$ cat src/rtl/fetch_unit_if.sv
// Fetch-stage bus: memory address/data port, instruction handshake toward execute,
// and jump redirect/run control coming back from execute.
interface fetch_unit_if #(
    parameter int DATA_WIDTH = 8,
    parameter int ADDR_WIDTH = 4
);
    logic                  run;
    logic [ADDR_WIDTH-1:0] mem_address;
    logic [DATA_WIDTH-1:0] mem_data;
    logic [DATA_WIDTH-1:0] instr;
    logic [ADDR_WIDTH-1:0] instr_pc;
    logic                  instr_valid;
    logic                  instr_ready;
    logic                  jump;
    logic [ADDR_WIDTH-1:0] jump_target;
    logic [ADDR_WIDTH-1:0] pc;

    modport master (
        input  run, mem_data, instr_ready, jump, jump_target,
        output mem_address, instr, instr_pc, instr_valid, pc
    );

    modport slave (
        output run, mem_data, instr_ready, jump, jump_target,
        input  mem_address, instr, instr_pc, instr_valid, pc
    );
endinterface

$ cat src/rtl/fetch_unit.sv
// Instruction fetch stage: owns PC and MAR, captures memory data into the instruction
// register and offers it downstream over valid/ready; accepts jump redirects.
module fetch_unit #(
    parameter int                    DATA_WIDTH = 8,
    parameter int                    ADDR_WIDTH = 4,
    parameter logic [ADDR_WIDTH-1:0] RESET_PC   = '0
) (
    input logic          clk,
    input logic          rst_n,
    fetch_unit_if.master bus
);
    typedef enum logic [1:0] {IDLE, ADDR, LATCH, HOLD} state_t;

    state_t                state_q, state_d;
    logic [ADDR_WIDTH-1:0] pc_q, pc_d;
    logic [ADDR_WIDTH-1:0] mar_q, mar_d;
    logic [DATA_WIDTH-1:0] instr_q, instr_d;
    logic [ADDR_WIDTH-1:0] instr_pc_q, instr_pc_d;
    logic                  valid_q, valid_d;

    always_ff @(posedge clk) begin
        if (!rst_n) begin
            state_q    <= IDLE;
            pc_q       <= RESET_PC;
            mar_q      <= RESET_PC;
            instr_q    <= '0;
            instr_pc_q <= '0;
            valid_q    <= 1'b0;
        end else begin
            state_q    <= state_d;
            pc_q       <= pc_d;
            mar_q      <= mar_d;
            instr_q    <= instr_d;
            instr_pc_q <= instr_pc_d;
            valid_q    <= valid_d;
        end
    end

    always_comb begin
        state_d    = state_q;
        pc_d       = pc_q;
        mar_d      = mar_q;
        instr_d    = instr_q;
        instr_pc_d = instr_pc_q;
        valid_d    = valid_q;

        // A jump wins over everything; a coincident handshake is simply absorbed
        // because the consumer already took the instruction this cycle.
        if (bus.jump) begin
            pc_d    = bus.jump_target;
            valid_d = 1'b0;
            state_d = bus.run ? ADDR : IDLE;
        end else begin
            unique case (state_q)
                IDLE: begin
                    if (bus.run) state_d = ADDR;
                end
                ADDR: begin
                    mar_d   = pc_q;
                    state_d = LATCH;
                end
                LATCH: begin
                    instr_d    = bus.mem_data;
                    instr_pc_d = mar_q;
                    pc_d       = pc_q + ADDR_WIDTH'(1);
                    valid_d    = 1'b1;
                    state_d    = HOLD;
                end
                HOLD: begin
                    if (bus.instr_ready) begin
                        valid_d = 1'b0;
                        state_d = bus.run ? ADDR : IDLE;
                    end
                end
                default: state_d = IDLE;
            endcase
        end
    end

    assign bus.mem_address = mar_q;
    assign bus.instr       = instr_q;
    assign bus.instr_pc    = instr_pc_q;
    assign bus.instr_valid = valid_q;
    assign bus.pc          = pc_q;
endmodule

$ cat src/flat_wrapper.sv
// flat-port wrapper written by rule: the top's interface ports become plain ports
module fetch_unit_flat 
#(
    parameter int                    DATA_WIDTH = 8,
    parameter int                    ADDR_WIDTH = 4,
    parameter logic [ADDR_WIDTH-1:0] RESET_PC   = '0
)
  (clk, rst_n, bus_run, bus_mem_data, bus_instr_ready, bus_jump, bus_jump_target, bus_mem_address, bus_instr, bus_instr_pc, bus_instr_valid, bus_pc);
  fetch_unit_if #(.DATA_WIDTH(DATA_WIDTH), .ADDR_WIDTH(ADDR_WIDTH)) bus_i ();
  input logic clk;
  input logic rst_n;
  input wire logic [$bits(bus_i.run)-1:0] bus_run;
  input wire logic [$bits(bus_i.mem_data)-1:0] bus_mem_data;
  input wire logic [$bits(bus_i.instr_ready)-1:0] bus_instr_ready;
  input wire logic [$bits(bus_i.jump)-1:0] bus_jump;
  input wire logic [$bits(bus_i.jump_target)-1:0] bus_jump_target;
  output wire logic [$bits(bus_i.mem_address)-1:0] bus_mem_address;
  output wire logic [$bits(bus_i.instr)-1:0] bus_instr;
  output wire logic [$bits(bus_i.instr_pc)-1:0] bus_instr_pc;
  output wire logic [$bits(bus_i.instr_valid)-1:0] bus_instr_valid;
  output wire logic [$bits(bus_i.pc)-1:0] bus_pc;
  assign bus_i.run = bus_run;
  assign bus_i.mem_data = bus_mem_data;
  assign bus_i.instr_ready = bus_instr_ready;
  assign bus_i.jump = bus_jump;
  assign bus_i.jump_target = bus_jump_target;
  assign bus_mem_address = bus_i.mem_address;
  assign bus_instr = bus_i.instr;
  assign bus_instr_pc = bus_i.instr_pc;
  assign bus_instr_valid = bus_i.instr_valid;
  assign bus_pc = bus_i.pc;
  fetch_unit #(.DATA_WIDTH(DATA_WIDTH), .ADDR_WIDTH(ADDR_WIDTH), .RESET_PC(RESET_PC)) u_core (.clk(clk), .rst_n(rst_n), .bus(bus_i));
endmodule
$ cat config.mk
export PLATFORM = sky130hd
export DESIGN_NAME = fetch_unit_flat
export DESIGN_NICKNAME = d
export VERILOG_FILES = /design/src/rtl/fetch_unit_if.sv /design/src/rtl/fetch_unit.sv /design/src/flat_wrapper.sv
export SDC_FILE = /design/constraint.sdc
export NUM_CORES = 1
export LEC_CHECK = 0
export CORE_ASPECT_RATIO = 1.1
export CORE_MARGIN = 3
export CORE_UTILIZATION = 40
export CTS_CLUSTER_SIZE = 14
export DETAILED_ROUTE_END_ITERATION = 10
export PLACE_DENSITY = 0.69
export SETUP_SLACK_MARGIN = 0.1
export SLEW_MARGIN = 20
export SYNTH_ARGS = -nofsm -noshare
export SYNTH_HDL_FRONTEND = slang
export SYNTH_SLANG_ARGS = --single-unit
$ cat constraint.sdc
create_clock -name clk -period 1.45 [get_ports clk]
set_input_delay 0.145 -clock clk [delete_from_list [all_inputs] [get_ports clk]]
set_output_delay 0.145 -clock clk [all_outputs]
set_load 0.05 [all_outputs]
==> run summary, run 1 <==
The run gives 1570 ps as the worst path arrival time. The top cell family by delay on the critical path was simple AND/OR/NAND/NOR gates. During I/O placement, the number of pins put on the boundary was 38.

The part of the power in the clock network is 23.2%. Part of the Yosys area used for sequential elements: 42.84%. The number of hold violations in the final report is 0. For the finished layout, the period the worst path requires is 1339 ps.

In the final routed layout, each cell accounts on average for 11.99 µm. Of the total power, the share spent switching nets is 26.18%. STA classifies the critical path startpoint as a flop. Core region area: 2520 µm². The horizontal extent of the die works out to 55.43 µm.

The ratio of final minimum period to clock period was 92.33%; the count of yosys warnings during synthesis was 0. Slew at the pin with the worst max-slew slack: 312.5 ps. The count of nets after finishing is 183, and the critical path's largest stage delay is 380 ps.

For the via total after detailed routing, the log shows 904. The tools report the global route total overflow as 0. In this run the number of cells on the critical path is 5. Average footprint of a synthesized cell: 9.186 µm².

The wire length of the first global-routing pass is 3.953 mm, and the leakage power summed over all cells is 0.6092 nW. The tool flagged a number of max-cap violations equal to 0. The worst setup path is captured at a flop. The clock tree root driver cell was clkbuf_4.

Dividing the detail-routed via count by the number of cells gives 4.758. The endpoint of the lowest-slack register-to-register path is u_core.state_q[1]. The height of the die is 60.37 µm. Of the total power, registers draw 55.8%. Count of pins over their slew limit: 0. The number of nets handed over by synthesis was 140. The count of cells along the worst hold path works out to 3. Worst path buffer plus inverter count: 1. The tools report the final standard cell utilization of the core as 61.32%. Setup repair after global routing could not meet its margin everywhere. TritonCTS built the clock tree.

For the initial DRC count, the log shows 14. The via count of the first global-routing pass was 896; the number of antenna violations at the first check in global routing was 0. In this run the power density over the cells is 775.1 nW/µm². The switching power of the nets came out at 313.5 µW. The synthesized design contains 23 register bits. The reg2reg setup slack was 110 ps; the fraction of final layout cells with drive strength greater than 1 was 30.82%. The largest voltage drop on the vdd net was 0.0004910 V.

The path type of the worst setup path is flop to flop. Data on the critical path is required at its endpoint by 1680 ps. The logs give 2 for the maximum buffer depth of the clock tree and 79.13% for the relative max-transition margin. In this run, the combinational gates consume 21.0% of the power.

The flow ran to the end, and the final reports show no timing, DRC or antenna violations. The library cell used most frequently in the layout, excluding fill and tap cells, is nand2_1. The routed design has 2.278 mm of wire. 0 antenna diodes ended up in the layout. The number of cells on the worst reg-to-reg path is 5. The number of clock buffers added by TritonCTS is 3.

Counting every instance in the synthesized netlist gives 117. The combined area of all synthesized cells is 1075 µm². The tools report the internal cell power as 884.2 µW. The clock drives 23 sinks.

The library cells used most frequently in the layout, excluding fill and tap cells, are nand2_1, buf_4, dfxtp_1. The tools report the end point of the most critical hold path as u_core.bus.instr[0]. The critical path goes through buf_6, ha_4, nor2b_4, or3b_1, a21oi_2.

For the final weighted congestion in routability-driven placement, the log shows 0.7161. In the routed design, unresolved DRC markers number 0. Largest driver fanout on the critical path: 4. The maximum number of pins on one net before global-route repair is 14, and the highest attainable clock frequency is 746.9 MHz. The logs give 0 for the final setup violation count and 243 for the number of fill cells in the layout. Row generation in the floorplan step produced 19 rows. In this run, distinct cell masters in the synthesized netlist total 27. The die covers 3346 µm². Slowest cell on the critical path: or3b_1. The post-route antenna net violation count is 0. The path class of the tightest hold or removal check is input pin to flop. Excluding fillers, the count of instances in the completed layout stands at 190.

The count of input and output buffers is 37. The number of placed instances, taps included, is 183. The worst register-to-register path begins at u_core.state_q[0].

Clock-pin slew was measured on the worst setup and hold paths at 120 ps. The layout overhead on the synthesized area is 43.77%. Once the floorplan was initialized, standard cells occupied 42.65% of the core.

The startpoint identified for the worst hold timing path is bus_mem_data[0]. Detailed placement ended at an HPWL of 1.743 mm. The run gives 14.72% as the aggregate global-route resource usage. At the later pin of the worst-skew pair, clock insertion delay measures 290 ps. For the clock skew, the log shows 2.471 ps. The number of levels in the clock H-tree came out at 1.

The tools report the iteration count of the initial detailed-routing pass as 4.
## power groups by stage
stage | clock (mW) | sequential [mW] | combinational, mW
floorplan | 0 | 0.724 | 0.0884
global placement | 0 | 0.681 | 0.224
detailed placement | 0 | 0.682 | 0.230
CTS | 0.296 | 0.667 | 0.235
global route | 0.331 | 0.673 | 0.271
finish | 0.278 | 0.668 | 0.251
## tightest hold or removal path, cell delays in order
cell	delay, ps
clkdlybuf4s50_1	400
nand2_1	60
a21boi_1	50
## repair_timing
item,4_1_cts,5_1_grt
hold buffers,0,0
endpoints found under the setup margin,15,18
gates resized for setup,5,9
buffers inserted,1,2
pin swaps,0,2
## cells by family (layout without fill, tap and decap cells)
| family | count (synthesis) | in the layout | share of synthesized area, % |
|---|---|---|---|
| AND/OR/NAND/NOR | 45 | 45 | 21.89 |
| AO/OA/AOI/OAI | 25 | 25 | 15.60 |
| buffers and inverters | 10 | 52 | 5.588 |
| adder cells (fa/ha/maj) | 6 | 6 | 6.985 |
| flip-flops | 23 | 23 | 42.84 |
| multiplexers | 5 | 5 | 4.657 |
| XOR/XNOR | 3 | 3 | 2.445 |
## metal layers
| metal | up-vias | wire [µm] | track usage [%] |
|---|---|---|---|
| met5 | - | 0 | 0 |
| met4 | 0 | 32 | 5.208 |
| met3 | 4 | 138 | 4.255 |
| met2 | 24 | 1154 | 27.70 |
| met1 | 410 | 952 | 16.02 |
| li1 | 466 | - | - |
## metrics by stage
| step | instance area (µm²) | power [mW] | worst slack (ps) | hold WS [ps] | setup TNS [ps] |
|---|---|---|---|---|---|
| floorplan | 1077 | 0.8129 | 151.9 | 277.3 | 0 |
| global placement | 1435 | 0.9050 | 80.84 | 441.0 | 0 |
| detailed placement | 1435 | 0.9123 | -27.14 | 448.7 | -42.65 |
| CTS | 1491 | 1.198 | 89.39 | 380.8 | 0 |
| global route | 1545 | 1.275 | 51.45 | 376.0 | 0 |
| finish | 1545 | 1.198 | 111.2 | 386.2 | 0 |
## layout make-up
cell class	instances	area, µm²	share of cell area (%)
Inverter	3	11.26	0.7287
Multi-Input combinational cell	84	594.3	38.46
Sequential cell	23	467.9	30.28
Timing Repair Buffer	45	406.6	26.32
Clock buffer	4	26.28	1.700
Tap cell	31	38.79	2.510
## Yosys cell counts
| library cell | count | area (µm²) |
|---|---|---|
| nand2_1 | 29 | 108.9 |
| dfxtp_1 | 23 | 460.4 |
| a21boi_1 | 10 | 75.07 |
| ha_1 | 6 | 75.07 |
| mux2i_1 | 5 | 50.05 |
| nor2b_1 | 5 | 31.28 |
| o21ai_0 | 5 | 25.02 |
| a21oi_1 | 4 | 20.02 |
| buf_4 | 4 | 30.03 |
| inv_1 | 3 | 11.26 |
| nor2b_4 | 3 | 41.29 |
| a21boi_0 | 2 | 15.01 |
| and2_1 | 2 | 12.51 |
| clkbuf_1 | 2 | 7.510 |
| xor2_1 | 2 | 17.52 |
| a2111oi_0 | 1 | 8.760 |
| a21o_2 | 1 | 8.760 |
| and2b_2 | 1 | 8.760 |
| buf_6 | 1 | 11.26 |
| nand2b_2 | 1 | 8.760 |
| nand3_1 | 1 | 5.000 |
| nand4_1 | 1 | 6.260 |
| nor2_1 | 1 | 3.750 |
| o21a_1 | 1 | 7.510 |
| o31ai_1 | 1 | 7.510 |
| or3b_1 | 1 | 8.760 |
| xnor2_1 | 1 | 8.760 |
## state kept, by name, summed over array words and instances (netlist names)
register / flops
u_core.bus.instr_pc: 4
u_core.bus.mem_address: 4
u_core.bus.instr_valid: 1
u_core.bus.pc: 4
u_core.bus.instr: 8
u_core.state_q: 2
## worst max path at each step
| stage | from | end |
|---|---|---|
| after floorplan | u_core.state_q[0] | u_core.state_q[0] |
| after global placement | u_core.state_q[0] | u_core.bus.instr[4] |
| after detailed placement | u_core.state_q[0] | u_core.bus.instr[4] |
| after CTS | u_core.state_q[0] | u_core.bus.instr[4] |
| after global routing | u_core.state_q[0] | u_core.state_q[1] |
| final | u_core.state_q[0] | u_core.state_q[1] |
No activity file was read; power rests on OpenSTA's default activity.
==> inputs of run 2 (changes only) <==
Settings changed: SKIP_LAST_GASP set to 1.
==> results of run 2 <==
The final DEF is identical to that of run 1; final timing and power are the same.
